## src/rtl/inst_fetch_if.sv

```systemverilog
// Fetch-stage bus: the instruction-memory handshake, the decoder-facing
// instruction outputs, and the stall/branch controls coming back from the decoder.
interface inst_fetch_if #(
  parameter int PC_W = 8
);
  logic            stall;
  logic            branch_take;
  logic [PC_W-1:0] branch_target;
  logic            mem_req;
  logic [PC_W-1:0] mem_addr;
  logic            mem_ack;
  logic [7:0]      mem_rdata;
  logic [7:0]      inst;
  logic            isim4;
  logic [PC_W-1:0] inst_pc;
  logic            inst_valid;
  logic            halted;

  modport master (
    input  stall, branch_take, branch_target, mem_ack, mem_rdata,
    output mem_req, mem_addr, inst, isim4, inst_pc, inst_valid, halted
  );

  modport slave (
    output stall, branch_take, branch_target, mem_ack, mem_rdata,
    input  mem_req, mem_addr, inst, isim4, inst_pc, inst_valid, halted
  );
endinterface

```

## src/rtl/inst_fetch.sv

```systemverilog
// Instruction fetch stage: PC, memory req/ack handshake, registered inst to decoder.
// Define INST_FETCH_HALT_EN to stop fetching after a HALT_OP instruction is consumed.
module inst_fetch #(
  parameter int              PC_W       = 8,
  parameter logic [PC_W-1:0] RESET_PC   = '0,
  parameter logic [15:0]     ISIM4_MASK = 16'h0F00
`ifdef INST_FETCH_HALT_EN
  ,
  parameter logic [3:0]      HALT_OP    = 4'hF
`endif
) (
  input  logic         clk,
  input  logic         rst,
  inst_fetch_if.master bus
);

`ifdef INST_FETCH_HALT_EN
  typedef enum logic [2:0] {S_IDLE, S_FETCH, S_ISSUE, S_DRAIN, S_HALTED} state_t;
`else
  typedef enum logic [2:0] {S_IDLE, S_FETCH, S_ISSUE, S_DRAIN} state_t;
`endif

  state_t          state_q, state_d;
  logic [PC_W-1:0] pc_q, pc_d;
  logic [PC_W-1:0] drain_q, drain_d;
  logic [7:0]      inst_q, inst_d;
  logic            isim4_q, isim4_d;
  logic [PC_W-1:0] ipc_q, ipc_d;
  logic            valid_q, valid_d;

  always_ff @(posedge clk or posedge rst) begin
    if (rst) begin
      state_q <= S_IDLE;
      pc_q    <= RESET_PC;
      drain_q <= RESET_PC;
      inst_q  <= 8'h00;
      isim4_q <= 1'b0;
      ipc_q   <= '0;
      valid_q <= 1'b0;
    end else begin
      state_q <= state_d;
      pc_q    <= pc_d;
      drain_q <= drain_d;
      inst_q  <= inst_d;
      isim4_q <= isim4_d;
      ipc_q   <= ipc_d;
      valid_q <= valid_d;
    end
  end

  always_comb begin
    state_d = state_q;
    pc_d    = pc_q;
    drain_d = drain_q;
    inst_d  = inst_q;
    isim4_d = isim4_q;
    ipc_d   = ipc_q;
    valid_d = valid_q;
    case (state_q)
      S_IDLE: begin
        state_d = S_FETCH;
        if (bus.branch_take) begin
          pc_d    = bus.branch_target;
          valid_d = 1'b0;
        end
      end
      S_FETCH: begin
        if (bus.branch_take) begin
          pc_d    = bus.branch_target;
          valid_d = 1'b0;
          // Unacked request must complete at its old address before redirecting.
          if (!bus.mem_ack) begin
            drain_d = pc_q;
            state_d = S_DRAIN;
          end
        end else if (bus.mem_ack) begin
          inst_d  = bus.mem_rdata;
          isim4_d = ISIM4_MASK[bus.mem_rdata[7:4]];
          ipc_d   = pc_q;
          valid_d = 1'b1;
          pc_d    = pc_q + PC_W'(1);
          state_d = S_ISSUE;
        end
      end
      S_ISSUE: begin
        if (bus.branch_take) begin
          pc_d    = bus.branch_target;
          valid_d = 1'b0;
          state_d = S_FETCH;
        end else if (!bus.stall) begin
          valid_d = 1'b0;
`ifdef INST_FETCH_HALT_EN
          state_d = (inst_q[7:4] == HALT_OP) ? S_HALTED : S_FETCH;
`else
          state_d = S_FETCH;
`endif
        end
      end
      S_DRAIN: begin
        if (bus.branch_take) pc_d = bus.branch_target;
        if (bus.mem_ack) state_d = S_FETCH;
      end
`ifdef INST_FETCH_HALT_EN
      S_HALTED: begin
        if (bus.branch_take) begin
          pc_d    = bus.branch_target;
          state_d = S_FETCH;
        end
      end
`endif
      default: state_d = S_IDLE;
    endcase
  end

  assign bus.mem_req    = (state_q == S_FETCH) || (state_q == S_DRAIN);
  assign bus.mem_addr   = (state_q == S_DRAIN) ? drain_q : pc_q;
  assign bus.inst       = inst_q;
  assign bus.isim4      = isim4_q;
  assign bus.inst_pc    = ipc_q;
  assign bus.inst_valid = valid_q;
`ifdef INST_FETCH_HALT_EN
  assign bus.halted     = (state_q == S_HALTED);
`else
  assign bus.halted     = 1'b0;
`endif

endmodule
```

## src/flat_wrapper.sv

```systemverilog
// flat-port wrapper written by rule: the top's interface ports become plain ports
module inst_fetch_flat 
#(
  parameter int              PC_W       = 8,
  parameter logic [PC_W-1:0] RESET_PC   = '0,
  parameter logic [15:0]     ISIM4_MASK = 16'h0F00

)
  (clk, rst, bus_stall, bus_branch_take, bus_branch_target, bus_mem_ack, bus_mem_rdata, bus_mem_req, bus_mem_addr, bus_inst, bus_isim4, bus_inst_pc, bus_inst_valid, bus_halted);
  inst_fetch_if #(.PC_W(PC_W)) bus_i ();
  input  logic clk;
  input  logic rst;
  input wire logic [$bits(bus_i.stall)-1:0] bus_stall;
  input wire logic [$bits(bus_i.branch_take)-1:0] bus_branch_take;
  input wire logic [$bits(bus_i.branch_target)-1:0] bus_branch_target;
  input wire logic [$bits(bus_i.mem_ack)-1:0] bus_mem_ack;
  input wire logic [$bits(bus_i.mem_rdata)-1:0] bus_mem_rdata;
  output wire logic [$bits(bus_i.mem_req)-1:0] bus_mem_req;
  output wire logic [$bits(bus_i.mem_addr)-1:0] bus_mem_addr;
  output wire logic [$bits(bus_i.inst)-1:0] bus_inst;
  output wire logic [$bits(bus_i.isim4)-1:0] bus_isim4;
  output wire logic [$bits(bus_i.inst_pc)-1:0] bus_inst_pc;
  output wire logic [$bits(bus_i.inst_valid)-1:0] bus_inst_valid;
  output wire logic [$bits(bus_i.halted)-1:0] bus_halted;
  assign bus_i.stall = bus_stall;
  assign bus_i.branch_take = bus_branch_take;
  assign bus_i.branch_target = bus_branch_target;
  assign bus_i.mem_ack = bus_mem_ack;
  assign bus_i.mem_rdata = bus_mem_rdata;
  assign bus_mem_req = bus_i.mem_req;
  assign bus_mem_addr = bus_i.mem_addr;
  assign bus_inst = bus_i.inst;
  assign bus_isim4 = bus_i.isim4;
  assign bus_inst_pc = bus_i.inst_pc;
  assign bus_inst_valid = bus_i.inst_valid;
  assign bus_halted = bus_i.halted;
  inst_fetch #(.PC_W(PC_W), .RESET_PC(RESET_PC), .ISIM4_MASK(ISIM4_MASK)) u_core (.clk(clk), .rst(rst), .bus(bus_i));
endmodule
```

## config.mk

```make
export PLATFORM = sky130hd
export DESIGN_NAME = inst_fetch_flat
export DESIGN_NICKNAME = d
export VERILOG_FILES = /design/src/rtl/inst_fetch_if.sv /design/src/rtl/inst_fetch.sv /design/src/flat_wrapper.sv
export SDC_FILE = /design/constraint.sdc
export NUM_CORES = 1
export LEC_CHECK = 0
export ABC_AREA = 1
export CORE_ASPECT_RATIO = 1.5
export CORE_UTILIZATION = 47
export CTS_BUF_LIST = sky130_fd_sc_hd__clkbuf_16
export CTS_CLUSTER_SIZE = 12
export DETAILED_ROUTE_END_ITERATION = 8
export GPL_TIMING_DRIVEN = 0
export MAX_ROUTING_LAYER = met4
export PLACE_DENSITY = 0.78
export SLEW_MARGIN = 10
export SYNTH_ARGS = -nofsm -noshare
export SYNTH_HDL_FRONTEND = slang
export SYNTH_SLANG_ARGS = --single-unit
```

## constraint.sdc

```tcl
create_clock -name clk -period 1.8 [get_ports clk]
set_clock_uncertainty 0.05 [all_clocks]
set_input_delay 0.27 -clock clk [delete_from_list [all_inputs] [get_ports clk]]
set_output_delay 0.27 -clock clk [all_outputs]
set_load 0.02 [all_outputs]
```

* After elaboration in Yosys (flattened, before gate mapping)
Memories as Yosys holds them, arrays and structs flattened. A register that Yosys moved wholly into a read port is not among the register bits. Cells that the tools add are included. Widths: inputs -> output; s select.
Storage, ports and cells: input bits 21, output and inout bits 28, memories 1, bits in read-only memories 16, word-level logic and storage cells 47, bits in registers 36
Memory list:
- (no name shown) | depth 16, width 1, read ports 1, clocked after memory_dff 1, wr ports 0, line inst_fetch.sv:78 | isim4_d = ISIM4_MASK[bus.mem_rdata[7:4]];
Cells by class: reduce and logical (&&, ||, !) cells 10, eq/ne operators 9, bitwise operators 2, multiplexer cells 18, add/sub/neg operators 1
Operators with widths (number):
- $mux 8 | 4
- $mux 3 | 6
- $pmux 8 s2 | 1
- $pmux 3 s4 | 1
- $ne 3x3->1 const B | 3
- $reduce_and 3->1 | 3
- $add 8x1->8 const B | 1
- $reduce_and 4->1 | 2
- $eq 3x2->1 const B | 2
- $mux 1 | 5
- $ne 2x2->1 const B | 2
- $eq 3x1->1 const B | 1
- $logic_not 3->1 | 1
- $pmux 1 s3 | 1
- $reduce_bool 3->1 | 1
- $reduce_or 3->1 | 1
- $ne 2x1->1 const B | 1
- $not 1->1 | 2
- $reduce_bool 2->1 | 1
- $logic_or 1x1->1 | 1

* Longest topological paths before layout
Gate-level depths: netlist (run 1).
word-level depth 4, gate-level depth with buffers 8, gate-level depth less buffers 8

* Worst setup path after synthesis (run 1)
Ideal clock, no wire load.
kind register to output, start point register u_core.state_q[1], end point output port bus_mem_addr[3], buffers on the path 1, data required time 1480 ps, cell stages (with the launch flop) 5, data arrival time 1340 ps, path slack 140 ps, cells stage by stage dfrtp_1 > nand2_1 > clkbuf_1 > nor2_1 > a21oi_1
On the way: longest elaborated chain between the ends 2
RTL lines:
- start, declared | line inst_fetch.sv:23 | state_t state_q, state_d;
- start signal, assigned | line inst_fetch.sv:41 | state_q <= state_d;
- $eq 3x2->1 | line inst_fetch.sv:116 | assign bus.mem_addr = (state_q == S_DRAIN) ? drain_q : pc_q;
- $mux 8 | line inst_fetch.sv:116
- end, declared | line flat_wrapper.sv:19 | output wire logic [$bits(bus_i.mem_addr)-1:0] bus_mem_addr;
No other way between the ends.

* Final worst setup path (run 1)
start point register u_core.state_q[0], end point output port bus_mem_addr[5]
Same word-level chain as after synthesis.

==> metrics.csv, run 1 <==
metric;value;unit
total power per unit cell area;1760;nW/um^2
family with the most delay on the worst path;buffers and inverters;
Least-Margin Pin Slew;747;ps
fin nets;307;
fin crit share;96.4;%
syn nets;248;
status;finished, final reports clean;
Synth Instances;226;
CP Data Required Time;1480;ps
most numerous cell in the Yosys netlist;nand2_1;
WP buf/inv;2;
Bufs on Longest Clock Path;2;
initial antenna violation count;0;
CP Cell Sequence;nand2_4, clkbuf_8, a21oi_1, clkdlybuf4s15_2;
antenna fix cells;0;
EDFF count, synth;0;
worst reg-to-reg setup slack;240;ps
DR WL met2;2.13;mm
top post-synthesis cells by count;87 x nand2_1, 36 x dfrtp_1, 25 x o21ai_0;
Max Clk Rate;576;MHz
syn avg cell area;7.84;sq um
DRC violations left;0;
Hold-fix buffers, CTS;0;
unique cell type count in the Yosys netlist;25;
clock sink count;36;
utilization after layout;67.6;%
cell area after synthesis;1770;sq um
Die W;52.2;um
Initial Utilization;48.6;%
Main synth FF type;dfrtp_1;
CP Class;reg -> out;
top sig layer;met4;
vias in the first global route;1547;
drt wl/cell;12.6;um
setup violators final;0;
DRC violation total after the first TritonRoute iteration;89;
Max stage delay on crit path;430;ps
slew margin rel.;50.1;%
final WL;4.13;mm
worst skew pair latency;280;ps
Routability Congestion;0.786;
Die ar.;4030;sq um
largest net degree at the start of global routing;37;
core area;3650;sq um
FF-to-FF Start;u_core.state_q[1];
dpl cells;316;
CP max FO;10;
die outline height;77.2;um
dpl hpwl;2.76;mm
VDD IR max;0.00102;V
DP Area;2300;sq um
Hold Fails Final Rpt;0;
IO Pins;49;
max cap viols;0;
port buffer count;47;
share of the synthesized area in the top cell type;50.8;%
R2R Path End;u_core.bus.inst[4];
pre-CTS WS;-486;ps
# rows;27;
Slew Limit Fails;0;
wl on met1;1.81;mm
yosys warns;0;
fraction of layout cells with a size suffix above 1;13.7;%
ys async rst share;100;%
CTS tree;built;
RSZ-0062 raised after global routing;no;
Leakage;1.23;nW
Seq cells post-synth;36;
sequential-to-total area share from yosys stat;50.8;%
Clock Root Buffer;clkbuf_16;
cell area after layout;2470;sq um
clk slew on worst S/H paths;50;ps
Overflow after GRT;0;
post-synth top area cell;dfrtp_1;
Syn-to-layout area delta;39.1;%
via count;1616;
critical path arrival;1420;ps
first-pass GRT wire length;6.94;mm
CTS buffer count;5;
startpoint types;flop;
Post-Layout Cell Count;328;
Hold Path Class;in -> async;
H-tree levels;2;
GRT Util Overall;24.3;%
Worst path slowest cell;dfrtp_2;
Setup WS post-layout;65.0;ps
fillers;314;
element type at the critical path end;primary output;
power after layout;0.00434;W
DR vias/cell;4.93;
drt pass-1 iters;4;
met3 WL;132;um
worst reg-to-reg path cell count;9;
ANT nets after route;0;
top post-synthesis cells by area;dfrtp_1 51%, nand2_1 18%, o21ai_0 7.1%;
post-layout min period;1740;ps
-- where the power goes --
group	switching (W)	internal (W)	total, W
registers	0.000237	0.00117	0.00140
logic	0.00121	0.000921	0.00214
clock network	0.000303	0.000494	0.000797
-- cells in the final DEF, fill, tap and decap left out --
cell,netlist,final
clkbuf_8,0,1
or2_2,2,2
o21ai_1,2,2
clkbuf_1,2,1
o21ai_0,25,25
nor2_8,1,1
dfrtp_1,36,34
clkbuf_2,0,2
a31oi_1,1,1
inv_2,2,3
clkinv_1,0,2
nand3_2,1,1
ha_1,1,1
nor2_1,17,17
nand2_1,87,86
a21oi_1,9,9
clkbuf_16,0,5
buf_2,2,5
nor3_1,1,1
o21bai_1,1,1
dfrtp_2,0,2
inv_1,14,13
nor2b_1,1,1
clkdlybuf4s15_2,0,3
o21ai_2,1,1
nand2_4,2,3
nand3_1,12,12
conb_1,1,1
clkdlybuf4s50_1,0,39
nor2_4,1,1
buf_6,2,2
buf_4,2,7
-- flip-flops by register name, indices dropped and copies added (netlist names) --
| signal | count |
|---|---|
| u_core.bus.inst | 8 |
| u_core.bus.inst_pc | 8 |
| u_core.drain_q | 8 |
| u_core.pc_q | 8 |
| u_core.state_q | 2 |
| u_core.bus.inst_valid | 1 |
| u_core.bus.isim4 | 1 |
-- routing by layer --
layer	up-vias	global-route usage, %
met5	-	-
met4	0	8.16
met3	6	6.75
met2	38	37.8
met1	742	30.1
li1	830	-
-- metrics by stage --
stage,hold slack (ps),setup TNS [ps]
6_report,393,0
5_1_grt,444,0
4_1_cts,430,0
3_5_place_dp,415,-3410
3_3_place_gp,411,-10500
2_1_floorplan,326,0
-- final cells by class --
class / instances / area (sq um) / share of cell area [%]
flip-flops and latches: 36 / 903 / 36.6
inverters: 16 / 60.1 / 2.44
plain buffers: 8 / 65.1 / 2.64
clock inverters: 2 / 7.51 / 0.304
clock buffers: 5 / 125 / 5.07
multi-input cells: 166 / 764 / 31.0
repair buffers: 52 / 487 / 19.7
well taps: 43 / 53.8 / 2.18
-- logic make-up after synthesis --
group,Yosys count,share of synthesized area [%]
AND/OR/NAND/NOR,125,30.3
AO/OA/AOI/OAI,39,11.4
flip-flops,36,50.8
buffers and inverters,24,6.49
adder cells (fa/ha/maj),1,0.706
other,1,0.212
-- timing repair --
item | CTS | global route
pin swaps | 1 | 0
setup endpoints to repair | 8 | 5
buffers inserted | 5 | 0
resized for setup | 29 | 5
-- worst max-delay path by stage --
stage,end,slack (ps),startpoint,cells past startpoint
after floorplan,bus_mem_addr[3],140,u_core.state_q[1],4
after global placement,bus_mem_addr[3],-460,u_core.state_q[1],5
after detailed placement,bus_mem_addr[4],-490,u_core.state_q[1],5
after CTS,bus_mem_addr[3],40,u_core.state_q[0],5
after global routing,bus_mem_addr[0],9,u_core.state_q[0],4
final,bus_mem_addr[5],60,u_core.state_q[0],4
Note: power is estimated with default switching activity, not from simulation.
==> run 2: changes to the inputs <==
--- a/config.mk
+++ b/config.mk
@@ -7,13 +7,13 @@
 export LEC_CHECK = 0
 export ABC_AREA = 1
 export CORE_ASPECT_RATIO = 1.5
-export CORE_UTILIZATION = 47
+export CORE_UTILIZATION = 51
 export CTS_BUF_LIST = sky130_fd_sc_hd__clkbuf_16
 export CTS_CLUSTER_SIZE = 12
 export DETAILED_ROUTE_END_ITERATION = 8
 export GPL_TIMING_DRIVEN = 0
 export MAX_ROUTING_LAYER = met4
-export PLACE_DENSITY = 0.78
+export PLACE_DENSITY = 0.84
 export SLEW_MARGIN = 10
 export SYNTH_ARGS = -nofsm -noshare
 export SYNTH_HDL_FRONTEND = slang
==> constraint.sdc (replaced) <==
create_clock -name clk -period 2.05 [get_ports clk]
set_clock_uncertainty 0.05 [all_clocks]
set_input_delay 0.3075 -clock clk [delete_from_list [all_inputs] [get_ports clk]]
set_output_delay 0.3075 -clock clk [all_outputs]
set_load 0.02 [all_outputs]
==> metrics.csv, run 2 (same netlist as run 1, synthesis figures left out) <==
metric;value;unit
Die ar.;3720;sq um
Hold-fix buffers, CTS;0;
final WL;4.14;mm
worst skew pair latency;280;ps
max cap viols;0;
critical path arrival;1470;ps
WP buf/inv;1;
slew margin rel.;51.6;%
GRT Util Overall;26.8;%
Sum Neg Setup Slack;0;ps
largest net degree at the start of global routing;37;
Slew Limit Fails;0;
commonest cells after routing, fill and taps aside;86 x nand2_1, 39 x clkdlybuf4s50_1, 34 x dfrtp_1;
Least-Margin Pin Slew;725;ps
Die W;50.1;um
drt wl/cell;12.9;um
dpl cells;313;
worst reg-to-reg setup slack;550;ps
DR vias/cell;5.12;
antenna fix cells;0;
core area;3220;sq um
sequential power share;32.5;%
post-layout min period;1830;ps
fin crit share;89.4;%
status;finished, final reports clean;
CP max FO;18;
Clock power frac;22.3;%
clk slew on worst S/H paths;60;ps
Leakage;1.22;nW
dpl hpwl;3.04;mm
CP Cell Sequence;nand2_4, nor2_1, a21oi_1, dlygate4sd2_1;
fin nets;301;
pre-CTS WS;-276;ps
IO Pins;49;
Hold Fails Final Rpt;0;
Hold Path Class;in -> async;
ANT nets after route;0;
DRC violations left;0;
Clock Root Buffer;clkbuf_16;
Routability Congestion;0.812;
Bufs on Longest Clock Path;2;
die outline height;74.2;um
Initial Utilization;55.0;%
fillers;244;
port buffer count;47;
commonest non-fill, non-tap cell in the layout;nand2_1;
via count;1637;
drt pass-1 iters;4;
cell area after layout;2460;sq um
first-pass GRT wire length;7.02;mm
CTS buffer count;5;
switching power;0.00155;W
Max stage delay on crit path;470;ps
worst reg-to-reg path cell count;8;
CP Class;reg -> out;
post-CTS setup repair buffer count;0;
switch share;40.0;%
family with the most delay on the worst path;flip-flops;
R2R Path End;u_core.bus.inst[6];
RSZ-0062 raised after global routing;no;
CP Data Required Time;1690;ps
vias in the first global route;1601;
Comb power frac;45.3;%
P_int;0.00232;W
setup violators final;0;
# rows;25;
FF-to-FF Start;u_core.state_q[1];
startpoint types;flop;
Post-Layout Cell Count;320;
clock sink count;36;
total power per unit cell area;1570;nW/um^2
initial antenna violation count;0;
DP Area;2290;sq um
VDD IR max;0.000944;V
Worst path slowest cell;dfrtp_2;
element type at the critical path end;primary output;
Syn-to-layout area delta;38.6;%
Overflow after GRT;0;
fraction of layout cells with a size suffix above 1;10.0;%
CTS tree;built;
H-tree levels;2;
final hold slack;413;ps
Max Clk Rate;546;MHz
Setup WS post-layout;218;ps
DRC violation total after the first TritonRoute iteration;54;
[run 2: cell count changes in the layout (fill, tap and decap cells not counted)]
cell	delta
clkinvlp_4	+1
clkbuf_8	-1
bufinv_16	+1
clkbuf_2	-2
clkinv_1	-2
clkinv_2	+1
buf_2	-3
clkdlybuf4s15_2	-3
dlygate4sd2_1	+8
buf_4	-5
[run 2: power groups by stage]
stage	sequential, W	combinational [W]	clock, W
3_5_place_dp	0.00125	0.00184	0
5_1_grt	0.00129	0.00193	0.000889
6_report	0.00126	0.00175	0.000861
4_1_cts	0.00126	0.00178	0.000864
3_3_place_gp	0.00124	0.00179	0
2_1_floorplan	0.00142	0.000864	0
[run 2: how the worst max path moves through the flow]
stage,startpoint,to,cells after the start
floorplan,u_core.state_q[1],bus_mem_addr[3],4
global placement,u_core.state_q[1],bus_mem_addr[3],5
detailed placement,u_core.state_q[1],bus_mem_addr[3],5
CTS,u_core.state_q[1],bus_mem_addr[3],5
global route,u_core.state_q[1],bus_mem_addr[5],4
finish,u_core.state_q[1],bus_mem_addr[3],4
[run 2: area by class of cell]
| cell class | count | area, sq um | area share [%] |
|---|---|---|---|
| Tap cell | 40 | 50.0 | 2.04 |
| Sequential cell | 36 | 903 | 36.8 |
| Clock inverter | 3 | 42.5 | 1.73 |
| Clock buffer | 5 | 125 | 5.09 |
| Inverter | 16 | 60.1 | 2.44 |
| Timing Repair Buffer | 47 | 460 | 18.7 |
| Multi-Input combinational cell | 166 | 764 | 31.1 |
| Buffer | 7 | 51.3 | 2.09 |
[run 2: what timing repair did]
item	4_1_cts	5_1_grt
hold endpoints to repair	0	0
endpoints found under the setup margin	8	2
resized for setup	13	0
[run 2: through the flow]
stage               util, %  total power [W]
floorplan                 -          0.00228
global placement       71.2          0.00302
detailed placement     71.2          0.00309
CTS                    76.4          0.00390
global route           76.3          0.00411
finish                 76.3          0.00387
[run 2: worst register-to-register path, stage by stage, from the launching register on]
cell and delay [ps]:
dfrtp_2 470, inv_2 100, nand2_4 80, nor2_8 170, nand2_4 80, buf_6 150, buf_6 140, nand2_1 80
nand2_1 70
[run 2: layer usage]
metal,vias to the layer above,part of all wire [%],GRT usage [%]
met5,-,0,-
met4,0,2.8,14.0
met3,11,3.8,5.93
met2,49,54,47.0
met1,756,39,27.7
li1,821,-,-
